--- config.mk ---
export PLATFORM = sky130hd
export DESIGN_NAME = weight_serializer
export DESIGN_NICKNAME = d
export VERILOG_FILES = /design/src/rtl/weight_serializer.sv
export SDC_FILE = /design/constraint.sdc
export NUM_CORES = 1
export LEC_CHECK = 0
export ABC_AREA = 1
export BUFFER_PORTS_ARGS = -buffer_cell sky130_fd_sc_hd__buf_2
export CAP_MARGIN = 20
export CORE_ASPECT_RATIO = 1.5
export CORE_MARGIN = 1.5
export CORE_UTILIZATION = 45
export DETAILED_ROUTE_END_ITERATION = 12
export GPL_TIMING_DRIVEN = 0
export MAX_ROUTING_LAYER = met4
export PLACE_DENSITY = 0.65
export SLEW_MARGIN = 25
export SYNTH_ARGS = -nofsm -noshare
export SYNTH_HDL_FRONTEND = slang
export SYNTH_SLANG_ARGS = --single-unit
export TNS_END_PERCENT = 100
--- constraint.sdc ---
create_clock -name clk -period 4.1 [get_ports clk]
set_clock_uncertainty 0.2 [all_clocks]
set_input_delay 0.82 -clock clk [delete_from_list [all_inputs] [get_ports clk]]
set_output_delay 0.82 -clock clk [all_outputs]
set_load 0.05 [all_outputs]
--- src/rtl/weight_serializer.sv ---
// weight_serializer: streams a captured flat bus of N=SIZE*COUNT 32-bit words out one word per cycle over valid/ready.
module weight_serializer #(
    parameter int SIZE = 2,
    parameter int COUNT = 1,
    localparam int N = SIZE * COUNT,
    localparam int IW = $clog2(N) + 1
) (
    input  logic            clk,
    input  logic            rst,
    input  logic            start,
    input  logic [N*32-1:0] in_data,
    output logic [31:0]     out_data,
    output logic            out_valid,
    input  logic            out_ready,
    output logic            out_last,
    output logic [IW-1:0]   out_index,
    output logic            busy,
    output logic            done
);
    typedef enum logic [1:0] {IDLE, SEND, DONE} state_t;
    state_t state_q, state_d;
    logic [N*32-1:0] shadow_q, shadow_d;
    logic [31:0] data_q, data_d;
    logic valid_q, valid_d, done_q, done_d;
    logic [IW-1:0] idx_q, idx_d, nxt;
    assign out_data = data_q;
    assign out_valid = valid_q;
    assign out_index = idx_q;
    assign done = done_q;
    assign busy = state_q != IDLE;
    assign out_last = (state_q == SEND) && (idx_q == IW'(N - 1));
    assign nxt = idx_q + 1'b1;
    always_comb begin
        state_d = state_q;
        shadow_d = shadow_q;
        data_d = data_q;
        valid_d = valid_q;
        idx_d = idx_q;
        done_d = 1'b0;
        case (state_q)
            IDLE: if (start) begin
                shadow_d = in_data;
                data_d = in_data[31:0];
                idx_d = '0;
                valid_d = 1'b1;
                state_d = SEND;
            end
            SEND: if (valid_q && out_ready) begin
                if (out_last) begin
                    valid_d = 1'b0;
                    data_d = '0;
                    idx_d = '0;
                    done_d = 1'b1;
                    state_d = DONE;
                end else begin
                    idx_d = nxt;
                    data_d = 32'(shadow_q >> {nxt, 5'd0});
                end
            end
            default: state_d = IDLE;
        endcase
    end
    always_ff @(posedge clk) begin
        if (rst) begin
            state_q <= IDLE;
            shadow_q <= '0;
            data_q <= '0;
            valid_q <= 1'b0;
            idx_q <= '0;
            done_q <= 1'b0;
        end else begin
            state_q <= state_d;
            shadow_q <= shadow_d;
            data_q <= data_d;
            valid_q <= valid_d;
            idx_q <= idx_d;
            done_q <= done_d;
        end
    end
endmodule

Word-level counts from Yosys, hierarchy flattened
Cells that the tools add are included.
{ "classes": {"add_sub_neg": 1, "eq_ne": 5, "n_shift": 1, "mux": 17, "bitwise": 2, "reduce_logical": 10} }
{ "ops": {"columns": ["operator", "count"], "rows": [
  ["$mux W32", 3],
  ["$pmux W32 S2", 1],
  ["$shr A64 B7 Y32", 1],
  ["$mux W2", 6],
  ["$pmux W2 S2", 2],
  ["$reduce_and A3 Y1", 2],
  ["$eq A2 B1 Y1 const B", 2],
  ["$mux W1", 4],
  ["$ne A2 B2 Y1 const B", 2],
  ["$reduce_and A4 Y1", 1],
  ["$reduce_bool A2 Y1", 2],
  ["$reduce_or A3 Y1", 1],
  ["$add A2 B1 Y2 const B", 1],
  ["$logic_and A1 B1 Y1", 2],
  ["$logic_not A2 Y1", 1],
  ["$ne A2 B1 Y1 const B", 1],
  ["$not A1 Y1", 2],
  ["$pmux W1 S2", 1],
  ["$reduce_and A2 Y1", 1]
]} }
{ "totals": {"register_bits": 102, "inputBits": 68, "word_cells": 42} }

Longest topological paths before layout
Gate-level depths: netlist of run 1.
{ "logic_depth": {"depth_word": 5, "ltp_mapped": 8, "mapped_depth_nobuf": 7} }

Worst setup path before layout of run 1
No wires, ideal clock.
{ "synth_timing": {"path_type": "register -> output", "start": "register idx_q[0] (netlist: out_index[0])", "end": "output out_last", "t_arrival_ns": 1.649, "t_required_ns": 3.080, "slack_ns": 1.431, "stages_incl_launch_ff": 4, "n_path_buf": 0, "path_cell_list": "dfxtp_1 -> ha_1 -> inv_1 -> nor2_1"} }
{ "synth_between": {"elab_chain_len": 2} }
{ "synth_lines": {"columns": ["element", "line", "source"], "rows": [
  ["from (decl)", "25", "logic [IW-1:0] idx_q, idx_d, nxt;"],
  ["from (signal assigned)", "76", "idx_q <= idx_d;"],
  ["$eq A2 B1 Y1", "31", "assign out_last = (state_q == SEND) && (idx_q == IW'(N - 1));"],
  ["$logic_and A1 B1 Y1", "31", null],
  ["to (decl)", "15", "output logic out_last,"]
]} }
Every way passes these cells.

Worst setup path in the final report of run 1
Same ends and word-level chain as after synthesis.

==> results.sh, run 1 <==
export IMPL_cellPowerDensity_nw_per_um2=445
export IMPL_pin_count=106
export IMPL_worstPathRequired_ns=3.08
export IMPL_cts_hold_buf=0
export IMPL_cts_tree="yes"
export IMPL_postCtsSetupRepairBufs=0
export IMPL_vias=4627
export IMPL_std_cell_rows=45
export IMPL_grt_start_max_net_pins=17
export IMPL_first_global_vias=4332
export IMPL_cp_start_kind="flip-flop"
export IMPL_gp_congestion=0.807
export IMPL_ys_seq_elements=102
export IMPL_grt_first_pass_wirelength_um=20600
export IMPL_syn_cell_area_um2=4770
export IMPL_seq_area_frac_synth_pct=42.8
export IMPL_synth_cell_type_count=19
export IMPL_globalRouteOverflowTotal=0
export IMPL_maxSlewViolCount=0
export IMPL_grtUsageMet2_pct=43.6
export IMPL_worst_slew_pin_slew_ns=0.456
export IMPL_synth_top_area_share_pct=42.8
export IMPL_multi_input_area_um2=2190
export IMPL_rr_worst_depth=7
export IMPL_hold_path_class="flip-flop to flip-flop"
export IMPL_dp_hpwl_um=9290
export IMPL_hold_end="shadow_q[57]"
export IMPL_drc=0
export IMPL_crit_type="flip-flop to output port"
export IMPL_use_met1_pct=28.2
export IMPL_clock_sinks=102
export IMPL_area_growth_pct=21.0
export IMPL_cts_resized=0
export IMPL_ant_nets=0
export IMPL_drt_total_wl_um=12700
export IMPL_start_util_pct=46.6
export IMPL_worstHoldStart="shadow_q[57]"
export IMPL_path_max_fanout=5
export IMPL_place_inst=973
export IMPL_maxCapViolCount=0
export IMPL_pre_cts_ws_ns=1.94
export IMPL_fin_crit_ns=2.47
export IMPL_vias_per_cell=4.68
export IMPL_h_tree_depth=3
export IMPL_globalRoute_busiestLayer="met2"
export IMPL_finalNetCount=912
export IMPL_port_buffers=105
export IMPL_fin_tns_setup_ns=0
export IMPL_drive_gt1_share_pct=19.5
export IMPL_synth_warnings=0
export IMPL_antenna_found_initial=0
export IMPL_final_cells=989
export IMPL_design_core_area_um2=10200
export IMPL_drt_pass1_iterations=4
export IMPL_die_h_um=129
export IMPL_slew_limit_headroom_pct=69.6
export IMPL_synth_largest_area_cell="dfxtp_1"
export IMPL_slowest_delay_ns=0.40
export IMPL_wl_per_cell_um=12.9
export IMPL_hold_violations=0
export IMPL_regArea_um2=2040
export IMPL_whs_path_depth=2
export IMPL_cts_buffers=9
export IMPL_rsz0062_at_grt="false"
export IMPL_dpl_cell_area_um2=5480
export IMPL_path_clk_slew_ns=0.07
export IMPL_clockBufferDepth=2
export IMPL_fin_crit_sh_pct=60.4
export IMPL_status="finished, final reports clean"
export IMPL_fin_area_um2=5780
export IMPL_cp_arrival_ns=1.45
export IMPL_r2r_end="out_data[26]"
export IMPL_drt_initial_drc_count=224
export IMPL_regToRegStartpoint="out_index[1]"
export IMPL_die_area_um2=11200
export IMPL_critical_path_slowest_cell="dfxtp_1"
export IMPL_grt_use_total_pct=24.7
export IMPL_setup_slack_ns=1.63
export IMPL_hold_ws_ns=0.254
export IMPL_path_cells="ha_1 -> inv_1 -> nor2_1 -> buf_2"
export IMPL_fmax_mhz=404
export IMPL_syn_avg_cell_area_um2=6.57
export IMPL_finalSetupViolCount=0
export IMPL_grt_met3_usage_pct=2.36
export IMPL_die_x_um=87.1
export IMPL_antenna_diode_count=0
export IMPL_synth_area_leaders="dfxtp_1 43%, nor2_1 18%, nand2_1 11%"
export IMPL_clk_latency_ns=0.35
export IMPL_peakVddDrop_v=0.000245
export IMPL_synth_net_count=796
export IMPL_critPathCaptureType="output port"
export IMPL_syn_inst=727
export IMPL_fillers=1059
export IMPL_ff2ff_setup_slack_ns=2.34
export IMPL_cts_root_buf="clkbuf_16"
export IMPL_p_leak_nw=3.04
==> kinds of logic after synthesis <==
| family | count (synthesis) | synth area share (%) |
|---|---|---|
| AOI/OAI and AO/OA | 100 | 10.5 |
| adders and majority gates | 1 | 0.262 |
| buffers and inverters | 118 | 11.2 |
| DFF | 102 | 42.8 |
| and+or+nand+nor | 406 | 35.2 |
==> through the flow <==
step	total power [W]	util [%]
2_1_floorplan	0.00155	-
3_3_place_gp	0.00171	53.4
3_5_place_dp	0.00172	53.4
4_1_cts	0.00258	56.4
5_1_grt	0.00269	56.4
6_report	0.00257	56.4
==> layout make-up <==
type | count | area share [%]
plain buffers | 46 | 4.61
clock buffers | 11 | 4.20
clock inverters | 5 | 1.02
inverters | 72 | 4.68
multi-input cells | 507 | 38.0
flip-flops and latches | 102 | 35.3
well taps | 141 | 3.05
repair buffers | 105 | 9.10
==> worst max-delay path, delay by kind of cell, from the launching register on <==
family                   cells  cell delay (ns)
flip-flops                   1             0.40
adder cells (fa/ha/maj)      1             0.19
buffers and inverters        2             0.36
AND/OR/NAND/NOR              1             0.15
==> metal layers <==
| layer | vias up | part of all wire [%] | routed length (um) |
|---|---|---|---|
| met1 | 2053 | 44 | 5560 |
| met5 | - | 0 | 0 |
| li1 | 2445 | - | - |
| met2 | 108 | 51 | 6440 |
| met4 | 0 | 2.3 | 292 |
| met3 | 21 | 3.5 | 447 |
==> how the worst max path moves through the flow <==
stage	from	end	slack, ns	depth (start not counted)
4_1_cts	out_index[0]	out_last	1.61	4
3_5_place_dp	rst	shadow_q[46]	1.94	5
5_1_grt	out_index[0]	out_last	1.54	4
2_1_floorplan	out_index[0]	out_last	1.43	3
3_3_place_gp	out_index[0]	out_last	1.98	4
6_report	out_index[0]	out_last	1.63	4
==> cell usage in the layout (no fill, tap or decap), drive strengths merged <==
cell      synthesis  routed
o21ai            66      66
nand3             2       2
dfxtp           102     102
nand2           141     141
bufinv            0       1
inv              72      72
clkbuf            8      19
nand4             1       1
ha                1       1
a21oi            34      34
nand3b           32      32
nor2            230     230
buf              38     143
clkinvlp          0       2
clkinv            0       2
==> synthesized netlist by cell type <==
master,number
nand3_4,1
inv_1,70
nand2_1,138
inv_2,2
nand3_1,1
nor2_4,1
buf_2,30
buf_4,1
dfxtp_1,102
nand4_1,1
buf_6,7
a21oi_1,34
nand3b_1,32
nor2_1,229
o21ai_0,66
nand2_4,1
clkbuf_1,8
ha_1,1
nand2_2,2
==> report_power, final <==
part	switching [W]	internal [W]	total, W	leakage, nW
combinational	0.000393	0.000184	0.000578	2.06
sequential	0.0000364	0.00108	0.00112	0.845
clock	0.000384	0.000490	0.000874	0.142
==> sequential cells by signal, indices dropped and copies added (netlist names) <==
name	count
state_q	2
out_data	32
out_valid	1
done	1
shadow_q	64
out_index	2
No activity file was read; power rests on OpenSTA's default activity.
==> run 2: changes to the inputs <==
- ABC_AREA: 1 -> 0
- PLACE_DENSITY: 0.65 -> 0.68
- clock period: 4.1 -> 2 ns (I/O delays scaled with it)
==> run 2 against run 1 <==
  * First-iteration DRC count down 7.6%
  * Critical path depth unchanged
  * Die area down 1.2%
  * Critical path type unchanged
  * Sequential power up 100%
  * Sequential cell count unchanged
  * Register-to-register slack worse by 2.3 ns
  * Cell count down 22%
  * Total power up 87%
  * Critical endpoint unchanged
  * Cell area down 1.2%
  * Worst setup slack worse by 1.6 ns
  * Highest routed layer unchanged
  * Worst hold slack worse by 0.17 ns
  * Synthesized area down 1.3%
==> results.sh, run 2 <==
export IMPL_switching_share_pct=29.8
export IMPL_peakVddDrop_v=0.000406
export IMPL_fin_crit_ns=1.94
export IMPL_std_cell_rows=45
export IMPL_cellPowerDensity_nw_per_um2=842
export IMPL_vias=4289
export IMPL_p_comb_share_pct=20.0
export IMPL_antenna_found_initial=0
export IMPL_synth_net_count=603
export IMPL_top_register="shadow_q"
export IMPL_path_max_fanout=6
export IMPL_synth_area_leaders="dfxtp_1 43%, nand2_1 10%, a221oi_2 8.9%"
export IMPL_grt_met3_usage_pct=4.11
export IMPL_clock_sinks=102
export IMPL_slowest_delay_ns=0.33
export IMPL_fillers=992
export IMPL_synth_edf_count=0
export IMPL_die_area_um2=11100
export IMPL_port_buffers=104
export IMPL_cp_arrival_ns=1.34
export IMPL_cts_tree="yes"
export IMPL_area_growth_pct=21.1
export IMPL_start_util_pct=46.5
export IMPL_h_tree_depth=3
export IMPL_antenna_diode_count=0
export IMPL_synth_warnings=0
export IMPL_globalRouteOverflowTotal=0
export IMPL_pwr_share_seq_pct=46.6
export IMPL_clockBufferDepth=2
export IMPL_pin_count=106
export IMPL_die_x_um=86.6
export IMPL_vias_per_cell=5.57
export IMPL_hold_path_class="input port to flip-flop"
export IMPL_fin_crit_sh_pct=96.9
export IMPL_finalNetCount=718
export IMPL_hold_ws_ns=0.0881
export IMPL_worstPathRequired_ns=1.40
export IMPL_critical_path_slowest_cell="dfxtp_2"
export IMPL_synth_largest_area_cell="dfxtp_1"
export IMPL_die_h_um=128
export IMPL_synth_top_area_share_pct=43.3
export IMPL_fmax_mhz=516
export IMPL_grt_use_total_pct=25.8
export IMPL_crit_family="flip-flops"
export IMPL_first_global_vias=4507
export IMPL_use_met1_pct=28.3
export IMPL_ys_seq_elements=102
export IMPL_finalSetupViolCount=0
export IMPL_path_cells="inv_1 -> ha_4 -> and3b_2 -> buf_6"
export IMPL_worst_slew_pin_slew_ns=0.539
export IMPL_grt_start_max_net_pins=16
export IMPL_ant_nets=0
export IMPL_syn_inst=534
export IMPL_cp_start_kind="flip-flop"
export IMPL_cts_hold_buf=0
export IMPL_drt_total_wl_um=13300
export IMPL_crit_type="flip-flop to output port"
export IMPL_ff2ff_setup_slack_ns=0.07
export IMPL_globalRoute_busiestLayer="met2"
export IMPL_p_leak_nw=2.35
export IMPL_synthFlopType="dfxtp_1"
export IMPL_design_core_area_um2=10100
export IMPL_critPathCaptureType="output port"
export IMPL_maxSlewViolCount=0
export IMPL_status="finished, final reports clean"
export IMPL_ys_async_sr_fraction_pct=0
export IMPL_syn_cell_area_um2=4710
export IMPL_post_synth_top_count_cell="nand2_1"
export IMPL_cp_num_buf_inv=2
export IMPL_drt_initial_drc_count=207
export IMPL_regArea_um2=2050
export IMPL_dp_hpwl_um=9480
export IMPL_clk_latency_ns=0.34
export IMPL_gp_congestion=0.823
export IMPL_largest_reg_flops=64
export IMPL_cts_root_buf="clkbuf_16"
export IMPL_multi_input_area_um2=2410
export IMPL_synth_cell_type_count=27
export IMPL_netlist_top_cells_count="128 x nand2_1, 102 x dfxtp_1, 67 x a21oi_1"
export IMPL_drc=0
export IMPL_drt_pass1_iterations=4
export IMPL_cts_buffers=9
export IMPL_grt_first_pass_wirelength_um=21600
export IMPL_wl_per_cell_um=17.3
export IMPL_maxCapViolCount=0
export IMPL_slew_limit_headroom_pct=64.1
export IMPL_path_clk_slew_ns=0.07
export IMPL_clkPwrFrac_pct=33.4
export IMPL_layout_common_cells="128 x buf_2, 128 x nand2_1, 98 x dfxtp_1, 67 x a21oi_1, 65 x nor3_1"
export IMPL_seq_area_frac_synth_pct=43.3
export IMPL_drive_gt1_share_pct=34.3
export IMPL_power_switching_w=0.00143
export IMPL_p_int_w=0.00338
export IMPL_final_core_util_pct=56.3
export IMPL_hold_violations=0
export IMPL_rsz0062_at_grt="false"
export IMPL_syn_avg_cell_area_um2=8.83
export IMPL_grtUsageMet2_pct=45.3
==> run 2: cell count changes after synthesis, sizes merged, moves of 2 or more <==
cell,delta
inv,-71
nor2,-229
o21ai,-63
nor4b,+2
or3b,+33
a21oi,+33
clkbuf,+10
a221oi,+32
mux2,+32
nand3b,-31
and4b,+3
nand2,-13
nor3,+65
==> run 2: layout make-up <==
cell class              instances  share of cell area [%]
inverters                       1                  0.0657
clock buffers                  11                    4.25
multi-input cells             376                    42.3
repair buffers                105                    9.53
well taps                     117                    2.56
plain buffers                  54                    4.97
flip-flops and latches        102                    35.9
clock inverters                 4                   0.416
==> run 2: tightest hold or removal path: cells and delay by family <==
| kind | cells | cell delay (ns) |
|---|---|---|
| buffers and inverters | 1 | 0.10 |
| AOI/OAI and AO/OA | 1 | 0.05 |
| and+or+nand+nor | 1 | 0.05 |
==> run 2: per-layer routing <==
| metal | share of wire (%) | vias up | wire length [um] |
|---|---|---|---|
| met5 | 0 | - | 0 |
| met4 | 3.1 | 0 | 408 |
| met3 | 4.5 | 32 | 601 |
| met2 | 52 | 114 | 6980 |
| met1 | 40 | 2035 | 5310 |
| li1 | - | 2108 | - |
==> run 2: through the flow <==
| step | cell area, um^2 | worst slack, ns | total power (W) | instances | setup TNS, ns |
|---|---|---|---|---|---|
| finish | 5710 | 0.0621 | 0.00481 | 770 | 0 |
| global route | 5710 | 0.00782 | 0.00501 | 770 | 0 |
| CTS | 5710 | 0.00836 | 0.00483 | 771 | 0 |
| detailed placement | 5380 | -0.181 | 0.00324 | 755 | -0.253 |
| global placement | 5380 | -0.164 | 0.00322 | 755 | -0.183 |
| floorplan | 4720 | 0.0310 | 0.00296 | 534 | 0 |
==> run 2: worst paths after layout <==
check                from            to  depth (start not counted)
max          out_index[1]      out_last                          4
min           in_data[51]  shadow_q[51]                          3
max reg2reg  out_index[0]  out_data[27]                          5
min reg2reg   shadow_q[1]   shadow_q[1]                          2
==> run 2: kinds of logic (layout without fill, tap and decap cells) <==
kind of cell	count (synthesis)	after routing	synth area share [%]
adder cells (fa/ha/maj)	1	1	0.265
buffers and inverters	56	175	5.79
AO/OA/AOI/OAI	102	102	17.1
flip-flops	102	102	43.3
multiplexers	32	32	7.65
AND/OR/NAND/NOR	241	241	25.9
==> run 2: power by group through the flow <==
| stage | Sequential (W) | Combinational, W | Clock, W |
|---|---|---|---|
| after global placement | 0.00228 | 0.000940 | 0 |
| after CTS | 0.00224 | 0.000964 | 0.00163 |
| after global routing | 0.00226 | 0.00105 | 0.00171 |
| after detailed placement | 0.00228 | 0.000953 | 0 |
| final | 0.00224 | 0.000963 | 0.00160 |
| after floorplan | 0.00248 | 0.000472 | 0 |
==> run 2: what timing repair did <==
item,4_1_cts,5_1_grt
endpoints found under the setup margin,2,9
gates resized for setup,21,5
buffers inserted,1,0
hold endpoints to repair,0,0
==> run 3: changes to the inputs <==
- CTS_CLUSTER_DIAMETER: not set -> 150
- PLACE_DENSITY: 0.68 -> 0.69
==> run 3 against run 2 <==
  * Worst setup slack worse by 0.043 ns
  * Sequential power hardly changed
  * Critical path depth is 1 lower
  * Cell count is 0.52% higher
  * Clock-buffer cell count stayed put
  * Non-clock buffer count is 3 higher
  * Via count is 0.33% higher
  * Sequential share of layout area is 0.30 points lower
  * Total power is 1.2% higher
  * Worst hold slack worse by 0.013 ns
  * Clock power is 4% higher
  * Die area stayed put
  * Largest cell class unchanged
==> results.sh, run 3 (synthesis results as in run 2) <==
export IMPL_status="finished, final reports clean"
export IMPL_grt_start_max_net_pins=17
export IMPL_fin_crit_ns=1.98
export IMPL_worstPathRequired_ns=1.40
export IMPL_cellPowerDensity_nw_per_um2=844
export IMPL_drt_pass1_iterations=4
export IMPL_drive_gt1_share_pct=35.0
export IMPL_first_global_vias=4378
export IMPL_dpl_cell_area_um2=5380
export IMPL_port_buffers=104
export IMPL_die_area_um2=11100
export IMPL_fin_crit_sh_pct=99.0
export IMPL_crit_type="flip-flop to output port"
export IMPL_grt_use_total_pct=25.5
export IMPL_worst_slew_pin_slew_ns=0.538
export IMPL_drt_total_wl_um=13300
export IMPL_crit_family="flip-flops"
export IMPL_drc=0
export IMPL_pin_count=106
export IMPL_cp_arrival_ns=1.38
export IMPL_maxSlewViolCount=0
export IMPL_setup_slack_ns=0.0190
export IMPL_path_cells="clkbuf_4 -> and3b_2 -> buf_6"
export IMPL_ff2ff_setup_slack_ns=0.10
export IMPL_cts_root_buf="clkbuf_16"
export IMPL_fmax_mhz=505
export IMPL_clkPwrFrac_pct=34.1
export IMPL_design_core_area_um2=10100
export IMPL_gp_congestion=0.823
export IMPL_slew_limit_headroom_pct=64.1
export IMPL_antenna_found_initial=0
export IMPL_vias=4303
export IMPL_path_clk_slew_ns=0.07
export IMPL_clock_sinks=102
export IMPL_die_x_um=86.6
export IMPL_clk_latency_ns=0.36
export IMPL_h_tree_depth=3
export IMPL_pre_cts_ws_ns=-0.167
export IMPL_die_h_um=128
export IMPL_fin_area_um2=5760
export IMPL_grt_first_pass_wirelength_um=21000
export IMPL_peakVddDrop_v=0.000450
export IMPL_layout_common_cells="128 x buf_2, 128 x nand2_1, 98 x dfxtp_1, 67 x a21oi_1, 65 x nor3_1"
export IMPL_critPathCaptureType="output port"
export IMPL_critical_path_slowest_cell="dfxtp_2"
export IMPL_area_growth_pct=22.2
export IMPL_cts_buffers=9
export IMPL_pwr_share_seq_pct=46.0
export IMPL_wl_per_cell_um=17.2
export IMPL_fillers=965
export IMPL_rsz0062_at_grt="true"
export IMPL_hold_path_class="input port to flip-flop"
export IMPL_power_switching_w=0.00148
export IMPL_cp_start_kind="flip-flop"
export IMPL_largest_reg_flops=64
export IMPL_finalSetupViolCount=0
export IMPL_finalNetCount=721
export IMPL_switching_share_pct=30.4
export IMPL_path_max_fanout=10
export IMPL_start_util_pct=46.5
export IMPL_maxCapViolCount=0
export IMPL_antenna_diode_count=0
export IMPL_dp_hpwl_um=9450
export IMPL_top_register="shadow_q"
export IMPL_cp_num_buf_inv=2
export IMPL_slowest_delay_ns=0.40
export IMPL_hold_violations=0
export IMPL_p_comb_share_pct=19.9
export IMPL_p_int_w=0.00339
export IMPL_vias_per_cell=5.56
export IMPL_cts_tree="yes"
export IMPL_clockBufferDepth=2
export IMPL_p_leak_nw=2.36
export IMPL_ant_nets=0
export IMPL_globalRouteOverflowTotal=0
export IMPL_drt_initial_drc_count=186
export IMPL_std_cell_rows=45
[run 3: worst paths after layout]
check,from,endpoint,depth (start not counted)
hold reg to reg,shadow_q[2],shadow_q[2],2
setup / recovery,state_q[0],out_last,3
hold / removal,in_data[50],shadow_q[50],3
setup reg to reg,out_index[0],out_data[15],5
[run 3: worst min-delay path, cell delays in order]
cell and delay, ns:
buf_2 0.09, nand2_1 0.04, a21oi_1 0.05
[run 3: timing repair]
item | 4_1_cts | 5_1_grt
setup buffers | 1 | 2
pin swaps | 0 | 0
setup endpoints to repair | 2 | 12
gates cloned | 0 | 0
resized for setup | 21 | 4
hold buffers | 0 | 0
[run 3: routing by layer]
layer / track usage, % / share of wire (%) / up-vias
met5: - / 0 / -
met4: 15.3 / 4.0 / 0
met3: 3.78 / 4.9 / 35
met2: 43.7 / 52 / 127
met1: 27.5 / 39 / 2017
li1: - / - / 2124
[run 3: per-stage QoR]
stage / total power, W / TNS, ns / utilization (%) / cells / hold slack [ns]
3_5_place_dp: 0.00324 / -0.249 / 53.1 / 755 / 0.244
2_1_floorplan: 0.00296 / 0 / - / 534 / 0.233
6_report: 0.00486 / 0 / 56.8 / 774 / 0.0746
3_3_place_gp: 0.00322 / -0.181 / 53.1 / 755 / 0.238
5_1_grt: 0.00504 / -0.0390 / 56.8 / 774 / 0.0867
4_1_cts: 0.00487 / 0 / 56.5 / 772 / 0.0702
[run 3: cell type report]
type	count	area [um^2]	area share (%)
Sequential cell	102	2050	35.6
Tap cell	117	146	2.54
Clock buffer	11	243	4.22
Clock inverter	5	35.0	0.608
Timing Repair Buffer	107	559	9.71
Inverter	1	3.75	0.0652
Multi-Input combinational cell	376	2420	42.0
Buffer	55	304	5.28
[run 3: power by group through the flow]
stage          Clock [W]  Combinational (W)  Sequential [W]
2_1_floorplan          0           0.000472         0.00248
3_3_place_gp           0           0.000939         0.00228
3_5_place_dp           0           0.000955         0.00228
4_1_cts          0.00167           0.000966         0.00224
5_1_grt          0.00174            0.00104         0.00225
6_report         0.00166           0.000966         0.00224
